--- src/rtl/a2d_pkg.sv ---
// Shared types and constants for the scanning A2D SPI interface.
package a2d_pkg;

   typedef enum logic [2:0] {
      ST_IDLE,
      ST_FRM1,
      ST_GAP,
      ST_FRM2,
      ST_DONE
   } a2d_state_e;

   localparam int FRAME_BITS = 16;
   localparam int RES_W      = 12;
   localparam int CH_W       = 3;
   localparam int ADDR_LSB   = 11;

   // Lowest set bit of mask at index >= lo; returns {found, index}.
   function automatic logic [CH_W:0] find_set(input logic [7:0] mask, input logic [CH_W:0] lo);
      logic [CH_W:0] r;
      r = '0;
      for (int i = 7; i >= 0; i--)
         if (mask[i] && (i >= int'(lo))) r = {1'b1, CH_W'(i)};
      return r;
   endfunction

endpackage

--- src/rtl/a2d_spi_frame.sv ---
// One 16-bit SPI frame, mode 3: SCLK idles high, MOSI shifts on the falling edge, MISO captured on the rising edge.
module a2d_spi_frame
   import a2d_pkg::*;
#(
   parameter int SCLK_DIV = 32
) (
   input  logic                  clk,
   input  logic                  rst,
   input  logic                  start,
   input  logic [FRAME_BITS-1:0] tx_word,
   input  logic                  miso,
   output logic [FRAME_BITS-1:0] rx_word,
   output logic                  frm_done,
   output logic                  ss_n,
   output logic                  sclk,
   output logic                  mosi
);

   localparam int H      = SCLK_DIV / 2;
   localparam int HW     = $clog2(H);
   localparam int HALVES = 2 * FRAME_BITS;

   logic                  active;
   logic [HW-1:0]         hcnt;
   logic [5:0]            half;
   logic [FRAME_BITS-1:0] tx_sh;
   logic                  half_end;

   // Half 0 is the setup phase; odd halves are SCLK low, even halves high.
   assign half_end = (hcnt == HW'(H - 1));
   assign frm_done = active && half_end && (half == 6'(HALVES));

   always_ff @(posedge clk) begin
      if (rst) begin
         active  <= 1'b0;
         hcnt    <= '0;
         half    <= '0;
         tx_sh   <= '0;
         rx_word <= '0;
         ss_n    <= 1'b1;
         sclk    <= 1'b1;
         mosi    <= 1'b0;
      end else if (!active) begin
         if (start) begin
            active <= 1'b1;
            hcnt   <= '0;
            half   <= '0;
            ss_n   <= 1'b0;
            tx_sh  <= tx_word;
         end
      end else if (!half_end) begin
         hcnt <= hcnt + HW'(1);
      end else begin
         hcnt <= '0;
         if (half == 6'(HALVES)) begin
            active <= 1'b0;
            ss_n   <= 1'b1;
         end else begin
            half <= half + 6'd1;
            if (!half[0]) begin
               sclk  <= 1'b0;
               mosi  <= tx_sh[FRAME_BITS-1];
               tx_sh <= {tx_sh[FRAME_BITS-2:0], 1'b0};
            end else begin
               sclk    <= 1'b1;
               rx_word <= {rx_word[FRAME_BITS-2:0], miso};
            end
         end
      end
   end

endmodule

--- src/rtl/a2d_scan_intf.sv ---
// ADC128S-style A2D interface: single conversions or round-robin scan over a channel mask,
// with a per-channel result bank.
module a2d_scan_intf
   import a2d_pkg::*;
#(
   parameter int SCLK_DIV = 32,
   parameter int NUM_CH   = 8,
   parameter int RES_INV  = 0
) (
   input  logic              clk,
   input  logic              rst,
   input  logic              strt_cnv,
   input  logic [CH_W-1:0]   chnnl,
   input  logic              scan_en,
   input  logic [NUM_CH-1:0] scan_mask,
   input  logic [CH_W-1:0]   rd_ch,
   output logic [RES_W-1:0]  rd_res,
   output logic [RES_W-1:0]  res,
   output logic [CH_W-1:0]   res_ch,
   output logic              cnv_cmplt,
   output logic              scan_done,
   output logic              busy,
   output logic              a2d_SS_n,
   output logic              SCLK,
   output logic              MOSI,
   input  logic              MISO
);

   localparam int GW = $clog2(SCLK_DIV);

   a2d_state_e            state;
   logic [CH_W-1:0]       cur_ch;
   logic                  scan_mode;
   logic [GW-1:0]         gap_cnt;
   logic [RES_W-1:0]      bank [NUM_CH];

   logic [7:0]            mask8;
   logic [CH_W:0]         scan_lo;
   logic [CH_W:0]         scan_nx;
   logic                  gap_last;
   logic                  start;
   logic [CH_W-1:0]       nxt_ch;
   logic [FRAME_BITS-1:0] tx_word;
   logic [FRAME_BITS-1:0] rx_word;
   logic                  frm_done;
   logic [RES_W-1:0]      cnv_val;
   logic                  unused_rx;

   assign mask8     = 8'(scan_mask);
   assign scan_lo   = find_set(mask8, '0);
   assign scan_nx   = find_set(mask8, {1'b0, cur_ch} + (CH_W+1)'(1));
   assign gap_last  = (gap_cnt == GW'(SCLK_DIV - 1));
   assign tx_word   = {2'b00, nxt_ch, {ADDR_LSB{1'b0}}};
   assign cnv_val   = (RES_INV != 0) ? ~rx_word[RES_W-1:0] : rx_word[RES_W-1:0];
   assign unused_rx = &{1'b0, rx_word[FRAME_BITS-1:RES_W]};

   // Frame launch is combinational so the frame starts on the same edge the FSM leaves IDLE/GAP/DONE.
   always_comb begin
      start  = 1'b0;
      nxt_ch = cur_ch;
      case (state)
         ST_IDLE: begin
            if (strt_cnv) begin
               start  = 1'b1;
               nxt_ch = chnnl;
            end else if (scan_en && scan_lo[CH_W]) begin
               start  = 1'b1;
               nxt_ch = scan_lo[CH_W-1:0];
            end
         end
         ST_GAP:  start = gap_last;
         ST_DONE: begin
            if (scan_mode && scan_en && scan_lo[CH_W]) begin
               start  = 1'b1;
               nxt_ch = scan_nx[CH_W] ? scan_nx[CH_W-1:0] : scan_lo[CH_W-1:0];
            end
         end
         default: ;
      endcase
   end

   always_ff @(posedge clk) begin
      if (rst) begin
         state     <= ST_IDLE;
         cur_ch    <= '0;
         scan_mode <= 1'b0;
         gap_cnt   <= '0;
         res       <= '0;
         res_ch    <= '0;
         cnv_cmplt <= 1'b0;
         scan_done <= 1'b0;
         busy      <= 1'b0;
         for (int i = 0; i < NUM_CH; i++) bank[i] <= '0;
      end else begin
         cnv_cmplt <= 1'b0;
         scan_done <= 1'b0;
         case (state)
            ST_IDLE: begin
               if (start) begin
                  state     <= ST_FRM1;
                  cur_ch    <= nxt_ch;
                  scan_mode <= !strt_cnv;
                  busy      <= 1'b1;
               end
            end
            ST_FRM1: begin
               if (frm_done) begin
                  state   <= ST_GAP;
                  gap_cnt <= '0;
               end
            end
            ST_GAP: begin
               if (gap_last) state <= ST_FRM2;
               else          gap_cnt <= gap_cnt + GW'(1);
            end
            ST_FRM2: begin
               if (frm_done) begin
                  state     <= ST_DONE;
                  res       <= cnv_val;
                  res_ch    <= cur_ch;
                  cnv_cmplt <= 1'b1;
                  scan_done <= scan_mode && scan_en && scan_lo[CH_W] && !scan_nx[CH_W];
               end
            end
            ST_DONE: begin
               // Out-of-range single-conversion channels match no entry and leave the bank alone.
               for (int i = 0; i < NUM_CH; i++)
                  if (res_ch == CH_W'(i)) bank[i] <= res;
               if (start) begin
                  state  <= ST_FRM1;
                  cur_ch <= nxt_ch;
               end else begin
                  state     <= ST_IDLE;
                  busy      <= 1'b0;
                  scan_mode <= 1'b0;
               end
            end
            default: state <= ST_IDLE;
         endcase
      end
   end

   always_comb begin
      rd_res = '0;
      for (int i = 0; i < NUM_CH; i++)
         if (rd_ch == CH_W'(i)) rd_res = bank[i];
   end

   a2d_spi_frame #(.SCLK_DIV(SCLK_DIV)) u_frame (
      .clk      (clk),
      .rst      (rst),
      .start    (start),
      .tx_word  (tx_word),
      .miso     (MISO),
      .rx_word  (rx_word),
      .frm_done (frm_done),
      .ss_n     (a2d_SS_n),
      .sclk     (SCLK),
      .mosi     (MOSI)
   );

endmodule
--- config.mk ---
export PLATFORM = sky130hd
export DESIGN_NAME = a2d_scan_intf
export DESIGN_NICKNAME = d
export VERILOG_FILES = /design/src/rtl/a2d_pkg.sv /design/src/rtl/a2d_spi_frame.sv /design/src/rtl/a2d_scan_intf.sv
export SDC_FILE = /design/constraint.sdc
export NUM_CORES = 1
export LEC_CHECK = 0
export CAP_MARGIN = 20
export CORE_ASPECT_RATIO = 0.6
export CORE_MARGIN = 2
export CORE_UTILIZATION = 44
export DETAILED_ROUTE_END_ITERATION = 16
export PLACE_DENSITY_LB_ADDON = 0.1
export SLEW_MARGIN = 20
export SYNTH_ARGS = -nofsm -noshare
export SYNTH_HDL_FRONTEND = slang
export SYNTH_SLANG_ARGS = --single-unit
--- constraint.sdc ---
create_clock -name clk -period 2.7 [get_ports clk]
set_input_delay 0.675 -clock clk [delete_from_list [all_inputs] [get_ports clk]]
set_output_delay 0.675 -clock clk [all_outputs]
set_load 0.02 [all_outputs]
==> results_dict.tcl <==
set metrics [dict create \
    slew_headroom_pct 53.51 \
    path_class "primary input to output port" \
    synthAdderAreaFrac_pct 1.411 \
    synth_ff_type "edfxtp_1" \
    fin_cells 1009 \
    post-dp-hpwl_um 13640 \
    clockPowerShare_pct 42.2 \
    cts_buffers 17 \
    fin_skew_ps 13.78 \
    yosys.area.top_type_share_pct 40.63 \
    synth-compound-area-share_pct 11.31 \
    synth_common_cells "nor2_1 (136), edfxtp_1 (96), nand2_1 (84)" \
    timing.rr.end "res[5]" \
    cts.sinks 157 \
    report.final.slew_viol_count 0 \
    synth_top_family_by_area "simple AND/OR/NAND/NOR gates" \
    grt_max_degree 55 \
    setup_viol 0 \
    switching_share_pct 24.62 \
    gr-usage-met1_pct 36.21 \
    io_buffers 51 \
    cp_max_fo 7 \
    synth-edff-count 96 \
    hold_end "u_frame.rx_word[11]" \
    root_buffer "clkbuf_16" \
    power.density_mw_per_mm2 614.1 \
    fmax_mhz 383.0 \
    path_clk_slew_ps 60 \
    drive_above_1_share_pct 18.49 \
    die-area_sq_mm 0.01719 \
    end_kind "output port" \
    finalHoldViolCount 0 \
    ctsHtreeMaxLevel 4 \
    route.detailed.drc 0 \
    synthMuxAreaShare_pct 6.561 \
    drt-initial-drc-count 543 \
    synth_top_area_cell "edfxtp_1" \
    viasPerCell 5.610 \
    min_path_cells 2 \
    status "finished, final reports clean" \
    antenna_found_initial 0 \
    antenna_left 0 \
    hold_path.startpoint "u_frame.rx_word[11]" \
    dp.cells 972 \
    die_w_um 167.9 \
    rr_worst_depth 7 \
    ys_ff_latch 157 \
    syn2layout_area_growth_pct 25.41 \
    grtUsageMet3_pct 4.531 \
    final_design_area_no_fill_sq_mm 0.008897 \
    required_ps 2030 \
    post_dp_cell_area_sq_mm 0.008243 \
    tightestPinTransition_ps 695.7 \
    synthCells 688 \
    wl_um 19000 \
    p_seq_share_pct 48.3 \
    cts_tree "built" \
    yosysWarnings 0 \
    design.core.area_sq_mm 0.01555 \
    syn-num-nets 715 \
    grt_overflow_total 0 \
    ff2ff_setup_slack_ps 180 \
    diodes 0 \
    ir_drop_v 0.0003255 \
    synth_area_per_cell_sq_um 10.31 \
    period_needed_ps 2611 \
    startpoint_type "primary input" \
    r2r-start "u_frame.hcnt[0]" \
    synth_cell_types 64 \
    yosys.area_share.simple_pct 18.62 \
    wl_per_cell_um 18.83 \
    combPwrFrac_pct 9.5 \
    io_pins 52 \
    rsz0062_at_grt "false" \
    track_usage_pct 23.39 \
    p_leak_nw 3.334 \
    final_nets 820 \
    async_flop_share_pct 0 \
    synthTopCellsByArea "edfxtp_1 (41%), dfxtp_1 (17%), nor2_1 (7.2%), nand2_1 (4.4%), mux2i_1 (3.4%)" \
    place_ws_ps -743.9 \
    num_rows 35 \
    cts_hold_buf 0 \
    dr.pass1.iters 5 \
    fill_cells 1287 \
    met2_usage_pct 33.41 \
    ys_seq_area_share_pct 57.85 \
    fin_ws_ps 88.85 \
    period_share_pct 96.71 \
    place_congestion 0.9057 \
    crit_arrival_ps 1940 \
    start_util_pct 45.63 \
    synth_area_sq_mm 0.007094 \
    clockBufferDepth 2 \
    grt.busiest_layer "met1" \
    synth_xor_area_share_pct 0.9877 \
    insertion_delay_ps 420 \
    maxCapViolations 0 \
    hp-class "flip-flop to flip-flop" \
    p_int_w 0.004118 \
    vias 5660 \
    whs_ps 459.3 \
    grt_pass1_wl_um 30080 \
    power.switching_w 0.001345 \
    die_y_um 102.4 \
    grt_pass1_vias 5355 \
    yosysMostFrequentCell "nor2_1" \
]
-- final cells by class --
type                            instances  area [sq um]  share of cell area, %
Clock buffer                           18         429.2                  4.824
Clock inverter                         14         133.9                  1.505
Inverter                               24         90.09                  1.013
Multi-Input combinational cell        472          2815                  31.64
Sequential cell                       157          4104                  46.13
Tap cell                              203         254.0                  2.855
Timing Repair Buffer                  121          1071                  12.04
-- power by group through the flow --
stage / registers, W / clock network (W) / logic, W
finish: 0.00264 / 0.00231 / 0.000516
global route: 0.00265 / 0.00243 / 0.000561
CTS: 0.00264 / 0.00232 / 0.000513
detailed placement: 0.00269 / 0 / 0.000501
global placement: 0.00269 / 0 / 0.000495
floorplan: 0.00268 / 0 / 0.000276
-- worst max-delay path: stages --
cell and delay (ps):
buf_2 160, buf_12 160, mux4_2 500, o21ai_1 130, nand2_1 60, clkdlybuf4s15_2 250
-- state kept, by name, summed over array words and instances (netlist names) --
name / cells
u_frame.tx_sh: 5
res_ch: 3
res: 12
scan_mode: 1
state: 3
u_frame.rx_word: 12
u_frame.sclk: 1
u_frame.ss_n: 1
u_frame.hcnt: 4
busy: 1
u_frame.half: 6
u_frame.active: 1
bank: 96
gap_cnt: 5
cur_ch: 3
u_frame.mosi: 1
cnv_cmplt: 1
scan_done: 1
-- through the flow --
| step | TNS (ps) | util [%] | total power [W] |
|---|---|---|---|
| final | 0 | 57.23 | 0.005464 |
| after global routing | 0 | 57.23 | 0.005638 |
| after CTS | 0 | 57.34 | 0.005479 |
| after detailed placement | -11530 | 53.02 | 0.003193 |
| after global placement | -10880 | 53.02 | 0.003185 |
| after floorplan | 0 | - | 0.002952 |
-- repair_timing --
item | in CTS | in global routing
pin swaps | 1 | 1
setup endpoints to repair | 12 | 9
gates resized for setup | 66 | 10
gates cloned | 2 | 0
buffers inserted | 3 | 0
-- worst max path at each step --
stage | from | to | slack (ps) | depth (start not counted)
floorplan | rd_ch[1] | rd_res[0] | 80 | 4
global placement | rd_ch[0] | rd_res[11] | -730 | 6
detailed placement | rd_ch[0] | rd_res[2] | -740 | 7
CTS | rd_ch[1] | rd_res[10] | 2 | 7
global route | rd_ch[0] | rd_res[11] | 2 | 6
finish | rd_ch[0] | rd_res[11] | 90 | 6
-- cells in the final DEF (no fill, tap or decap), types with 3 or more instances in the layout --
cell               n
inv_6              6
mux4_2             8
nor2b_1            4
mux2i_1           23
edfxtp_1          96
clkinvlp_4         5
a31oi_1            4
a21boi_0           3
o31ai_1            4
clkbuf_2           3
buf_2             10
nor2_1           134
nor4_1             3
inv_1             24
dfxtp_1           61
clkdlybuf4s50_1   35
a22oi_1            4
a221oi_1           3
a21oi_1           39
o21ai_0           17
nor2b_4            3
buf_4             65
nand4_1            5
clkbuf_16         17
and3_1             5
mux2_2             4
o221ai_1           5
xor2_1             6
nand3_1           30
nor3_1             9
nand2b_1           4
o22ai_1            3
buf_12             4
nand2_1           83
o21ai_1            3
a211oi_1           6
and2_1             3
a22o_1             4
o211ai_1           4
ha_1               8
-- layer usage --
layer / up-vias / share of wire [%]
met5: - / 0
met4: 0 / 0.83
met3: 17 / 7.2
met2: 220 / 40
met1: 2751 / 52
li1: 2672 / -
-- cell families (layout without fill, tap and decap cells) --
group | Yosys count | count (layout)
compound gates | 120 | 120
mux | 36 | 36
simple gates | 300 | 300
fa+ha+maj | 8 | 8
xor+xnor | 8 | 8
buf+inv | 59 | 177
flops | 157 | 157
No activity file was read; power rests on OpenSTA's default activity.
